File: src/rtl/mem_port_arbiter.sv
// Two-requester arbiter for the unified MIPS memory: CPU (0) and debug unit (1).
// Serialises accesses onto the single memory port; every output is registered.
module mem_port_arbiter #(
  parameter int AW        = 8,
  parameter int DW        = 32,
  parameter int MEM_LAT   = 1,  // legal range 1..4
  parameter int PRIO_MODE = 0   // 0 = round-robin, 1 = debug always wins
) (
  input  logic          clk,
  input  logic          rst,
  input  logic          cpu_req,
  input  logic          cpu_we,
  input  logic [AW-1:0] cpu_addr,
  input  logic [DW-1:0] cpu_wdata,
  output logic          cpu_ack,
  output logic [DW-1:0] cpu_rdata,
  input  logic          dbg_req,
  input  logic          dbg_we,
  input  logic [AW-1:0] dbg_addr,
  input  logic [DW-1:0] dbg_wdata,
  output logic          dbg_ack,
  output logic [DW-1:0] dbg_rdata,
  output logic          mem_en,
  output logic          mem_we,
  output logic [AW-1:0] mem_addr,
  output logic [DW-1:0] mem_wdata,
  input  logic [DW-1:0] mem_rdata,
  output logic          busy,
  output logic          owner
);

  // Handshake: a requester raises req (level) with stable we/addr/wdata and
  // holds it until its ack pulses for one cycle; req must be low in the cycle
  // after ack. Only the values present in the granting IDLE cycle are used.

  typedef enum logic [1:0] {IDLE, ISSUE, WAIT, DONE} state_t;

  localparam logic [2:0] LAT = 3'(MEM_LAT);

  state_t        state, state_d;
  logic [2:0]    cnt, cnt_d;
  logic          lat_we, we_d;
  logic          owner_d;
  logic [AW-1:0] addr_d;
  logic [DW-1:0] wdata_d;
  logic [DW-1:0] rdata_q, rdata_d;
  logic          grant_dbg;
  logic          mem_en_d, mem_we_d, busy_d, cpu_ack_d, dbg_ack_d;

  always_comb begin
    if (cpu_req && dbg_req) grant_dbg = (PRIO_MODE == 1) ? 1'b1 : ~owner;
    else                    grant_dbg = dbg_req;
  end

  always_comb begin
    state_d = state;
    cnt_d   = cnt;
    we_d    = lat_we;
    owner_d = owner;
    addr_d  = mem_addr;
    wdata_d = mem_wdata;
    rdata_d = rdata_q;
    case (state)
      IDLE: begin
        if (cpu_req || dbg_req) begin
          owner_d = grant_dbg;
          we_d    = grant_dbg ? dbg_we    : cpu_we;
          addr_d  = grant_dbg ? dbg_addr  : cpu_addr;
          wdata_d = grant_dbg ? dbg_wdata : cpu_wdata;
          state_d = ISSUE;
        end
      end
      ISSUE: begin
        cnt_d   = LAT;
        state_d = WAIT;
      end
      WAIT: begin
        cnt_d = cnt - 3'd1;
        // Counter reaching 1 marks the cycle the memory presents read data.
        if (cnt == 3'd1) begin
          state_d = DONE;
          if (!lat_we) rdata_d = mem_rdata;
        end
      end
      DONE:    state_d = IDLE;
      default: state_d = IDLE;
    endcase
  end

  // Outputs are decoded from the next state so they line up with the state.
  always_comb begin
    mem_en_d  = (state_d == ISSUE);
    mem_we_d  = (state_d == ISSUE) && we_d;
    busy_d    = (state_d != IDLE);
    cpu_ack_d = (state_d == DONE) && !owner_d;
    dbg_ack_d = (state_d == DONE) && owner_d;
  end

  always_ff @(posedge clk or negedge rst) begin
    if (!rst) begin
      state     <= IDLE;
      cnt       <= 3'd0;
      lat_we    <= 1'b0;
      owner     <= 1'b1;
      mem_addr  <= '0;
      mem_wdata <= '0;
      rdata_q   <= '0;
      mem_en    <= 1'b0;
      mem_we    <= 1'b0;
      busy      <= 1'b0;
      cpu_ack   <= 1'b0;
      dbg_ack   <= 1'b0;
    end else begin
      state     <= state_d;
      cnt       <= cnt_d;
      lat_we    <= we_d;
      owner     <= owner_d;
      mem_addr  <= addr_d;
      mem_wdata <= wdata_d;
      rdata_q   <= rdata_d;
      mem_en    <= mem_en_d;
      mem_we    <= mem_we_d;
      busy      <= busy_d;
      cpu_ack   <= cpu_ack_d;
      dbg_ack   <= dbg_ack_d;
    end
  end

  assign cpu_rdata = rdata_q;
  assign dbg_rdata = rdata_q;

endmodule

File: config.mk
export PLATFORM = sky130hd
export DESIGN_NAME = mem_port_arbiter
export DESIGN_NICKNAME = d
export VERILOG_FILES = /design/src/rtl/mem_port_arbiter.sv
export SDC_FILE = /design/constraint.sdc
export NUM_CORES = 1
export LEC_CHECK = 0
export BUFFER_PORTS_ARGS = -buffer_cell sky130_fd_sc_hd__buf_2
export CAP_MARGIN = 10
export CORE_AREA = 2 2 133 83
export CTS_CLUSTER_DIAMETER = 50
export DETAILED_ROUTE_END_ITERATION = 8
export DIE_AREA = 0 0 135 85
export PLACE_DENSITY = 0.76
export SYNTH_ARGS = -nofsm -noshare
export SYNTH_HDL_FRONTEND = slang
export SYNTH_SLANG_ARGS = --single-unit
File: constraint.sdc
create_clock -name clk -period 1.5 [get_ports clk]
set_input_delay 0.3 -clock clk [delete_from_list [all_inputs] [get_ports clk]]
set_output_delay 0.3 -clock clk [all_outputs]
set_load 0.01 [all_outputs]
==> results by group <==
Worst hold path
  – Hold_sp: mem_rdata[0]
  – Cell depth of the worst hold path: 2
  – Hold EP: cpu_rdata[0]
  – HP Class: primary input to flip-flop

Setup path
  – Worst Setup Start Kind: flip-flop
  – Worst r2r path cells: 7
  – Register-to-register setup slack: -150 ps
  – R2R Path Start: state[0]
  – Worst setup EP type: flip-flop
  – Critical path class: flip-flop to flip-flop
  – Worst path cell trace: inv_2 > ha_4 > nor2b_4 > and3_4 > buf_12 > clkbuf_16 > mux2_4
  – Crit path max-delay cell type: dfrtp_1
  – Critical path buffers and inverters: 3
  – Critical Path Start: state[0]
  – FF-to-FF End: cpu_rdata[1]
  – CP required: 1720 ps
  – Slowest stage delay, CP: 390 ps
  – CP max FO: 6
  – WP data arrival: 1870 ps
  – CP delay by family, top: flip-flops

Timing
  – Setup violators final: between 50 and 60
  – Clock skew: ~5 ps
  – Post-layout minimum cycle time: approximately 1700 ps
  – Worst Slack Setup Final: -150.7 ps
  – Max Clk Rate: 605.8 MHz
  – Final Hold Viols: 0
  – Tcrit/Tclk final: 110.0%
  – Max Slew Vio Count: 0
  – Setup_tns: -4653 ps
  – Slew HR: 69.44%
  – Unrepaired setup endpoints after global routing: true
  – Worst Max-Slew Pin Slew: 458.4 ps

Logic synthesis
  – Synthesized instance count: 324
  – Synth warnings: 0
  – Syn avg cell area: 12.42 um^2
  – Leading area contributor after synthesis: dfrtp_1
  – Synth top area share: 51.63%
  – Top post-synthesis cells by area: dfrtp_1 52%, mux2_4 11%, mux2i_1 10%
  – Post-synth net total: 447
  – FF+latch count, synth: 84
  – Number of flops mapped to enable cells by yosys: 0
  – Netlist cell types: 32
  – Mapped cell area: 4023 um^2
  – FFs w/ async S/R, synth: 100.0%
  – Sequential area share after synthesis: 52.29%
  – Synth Flop Type: dfrtp_1

Die
  – IO Pins: 228
  – Initial core utilization: 39.04%
  – Die area: 11,480 um^2
  – Chip height: 85 um
  – Core Rows: 29
  – Core area: 10,300 um^2
  – Die X: 135 um

Global route
  – Largest net degree at the start of global routing: 85
  – Vias in the first global route: 3,180
  – Global-route wire length before repair: approximately 15,000 um
  – Total Routing Usage GR: 17.01%
  – Initial antenna violation count: 0
  – Total grt overflow: 0

Power and ir drop
  – LEAKAGE: around 3.1 nW
  – Overall Power: 12.97 mW
  – Power density over cell area: about 2200 nW/um^2
  – Maximum VDD drop: 1.003 mV

Placement
  – Buffers on Ports: 227
  – Placement Setup Slack: -120.4 ps
  – Post-DP HPWL: 7262 um
  – Final RePlAce weighted congestion: 0.7415

Layout
  – Final Core Density: 57.20%
  – Layout cells sized above 1: 61.44%
  – Fin nets: 673
  – Antenna diodes: 0
  – Fill cells: around 900
  – Area Overhead vs Synth: 46.53%

Clock network
  – CTS tree: done
  – Clock slew at reported path FFs: 60 ps
  – Clock Latency Late Sink: 330 ps
  – H-Tree Depth: 3
  – CTS Buf Count: 9
  – Clk root buf: clkbuf_16
  – Clock Path Buffers: 2
  – CTS sink cnt: 84

Status
  – Outcome: finished, violations left
  – Failing checks: setup timing

Routing
  – Final wirelength: 10,690 um
  – Iteration-0 DRC count of the detailed router: 96
  – Routed via count: ~3,200
  – Post-DRT Antenna Nets: 0
  – DR pass1 iterations: 4
  – Routed len/inst: 15.40 um
  – Vias per cell: 4.618
  – DRC: 0

Job
  – Maxcap violations: 0
timing repair:
item | CTS | global route
pin swaps | 1 | 2
gates resized for setup | 12 | 50
setup endpoints to repair | 34 | 79
cloned | 3 | 7
hold buffers | 1 | 0
endpoints found under the hold margin | 9 | 0
setup buffers | 8 | 8
registers in the layout, indices dropped and copies added (netlist names), 2 cells and up:
name       cells
mem_addr       8
cpu_rdata     32
mem_wdata     32
cnt            3
state          2
placed cells by master, fill, tap and decap left out, types with 2 or more instances in the layout:
| cell type | n |
|---|---|
| buf_2 | 226 |
| dfrtp_1 | 83 |
| nand2_1 | 40 |
| mux2i_1 | 40 |
| mux2_4 | 31 |
| o21ai_1 | 19 |
| buf_4 | 15 |
| clkbuf_16 | 13 |
| o21ai_2 | 12 |
| o21ai_0 | 11 |
| buf_12 | 9 |
| inv_1 | 7 |
| buf_6 | 5 |
| nor2_1 | 3 |
| ha_4 | 3 |
| buf_16 | 3 |
| and3_1 | 2 |
| ha_1 | 2 |
| clkinv_4 | 2 |
| inv_6 | 2 |
per-layer routing:
metal	vias up	share of wire (%)	track usage (%)
met4	0	0.87	4.356
met1	1522	43	19.46
met5	-	0	0
li1	1528	-	-
met3	11	6.7	5.436
met2	144	50	31.01
metrics by stage:
step	instance area, um^2	hold WS, ps	std cells
2_1_floorplan	4035	4.409	324
3_3_place_gp	5102	358.4	653
3_5_place_dp	5102	367.0	653
4_1_cts	5585	175.1	679
5_1_grt	5894	171.8	694
6_report	5894	190.9	694
synthesized netlist by cell type (2+ instances only):
cell / n
nor2b_1: 2
o21ai_0: 35
inv_1: 8
nor2_1: 3
mux2_4: 30
buf_8: 4
dfrtp_1: 83
a32o_1: 2
buf_4: 32
mux2_2: 2
o21ai_1: 7
clkbuf_1: 9
buf_12: 3
mux2i_1: 40
and3_1: 2
ha_1: 5
nand2_1: 41
nor4b_1: 2
cells by family after synthesis:
| group | Yosys count | synth area share [%] |
|---|---|---|
| AND/OR/NAND/NOR | 57 | 6.532 |
| multiplexers | 72 | 21.71 |
| AO/OA/AOI/OAI | 49 | 7.092 |
| flip-flops | 84 | 52.29 |
| adder cells (fa/ha/maj) | 5 | 1.555 |
| buffers and inverters | 57 | 10.82 |
how the worst max path moves through the flow:
stage	endpoint	slack, ps	cells after the start
global route	cpu_rdata[1]	-190	7
detailed placement	cpu_rdata[13]	-120	6
CTS	cpu_rdata[23]	-130	7
floorplan	cpu_rdata[0]	-80	7
finish	cpu_rdata[1]	-150	7
global placement	cpu_rdata[12]	-60	6
power by group:
group	internal [mW]	total, mW	switching [mW]	leakage [nW]
clock	1.15	2.11	0.963	0.138
sequential	3.39	4.16	0.770	1.02
combinational	3.59	6.70	3.11	1.96
total	8.13	13.0	4.84	3.12
cell type report:
cell class	count	area (um^2)	area share [%]
Multi-Input combinational cell	183	1615	27.40
Inverter	8	30.03	0.5094
Timing Repair Buffer	264	1688	28.64
Clock inverter	7	58.81	0.9977
Sequential cell	84	2103	35.68
Tap cell	139	173.9	2.951
Clock buffer	9	225.2	3.821
No activity file was read; power rests on OpenSTA's default activity.
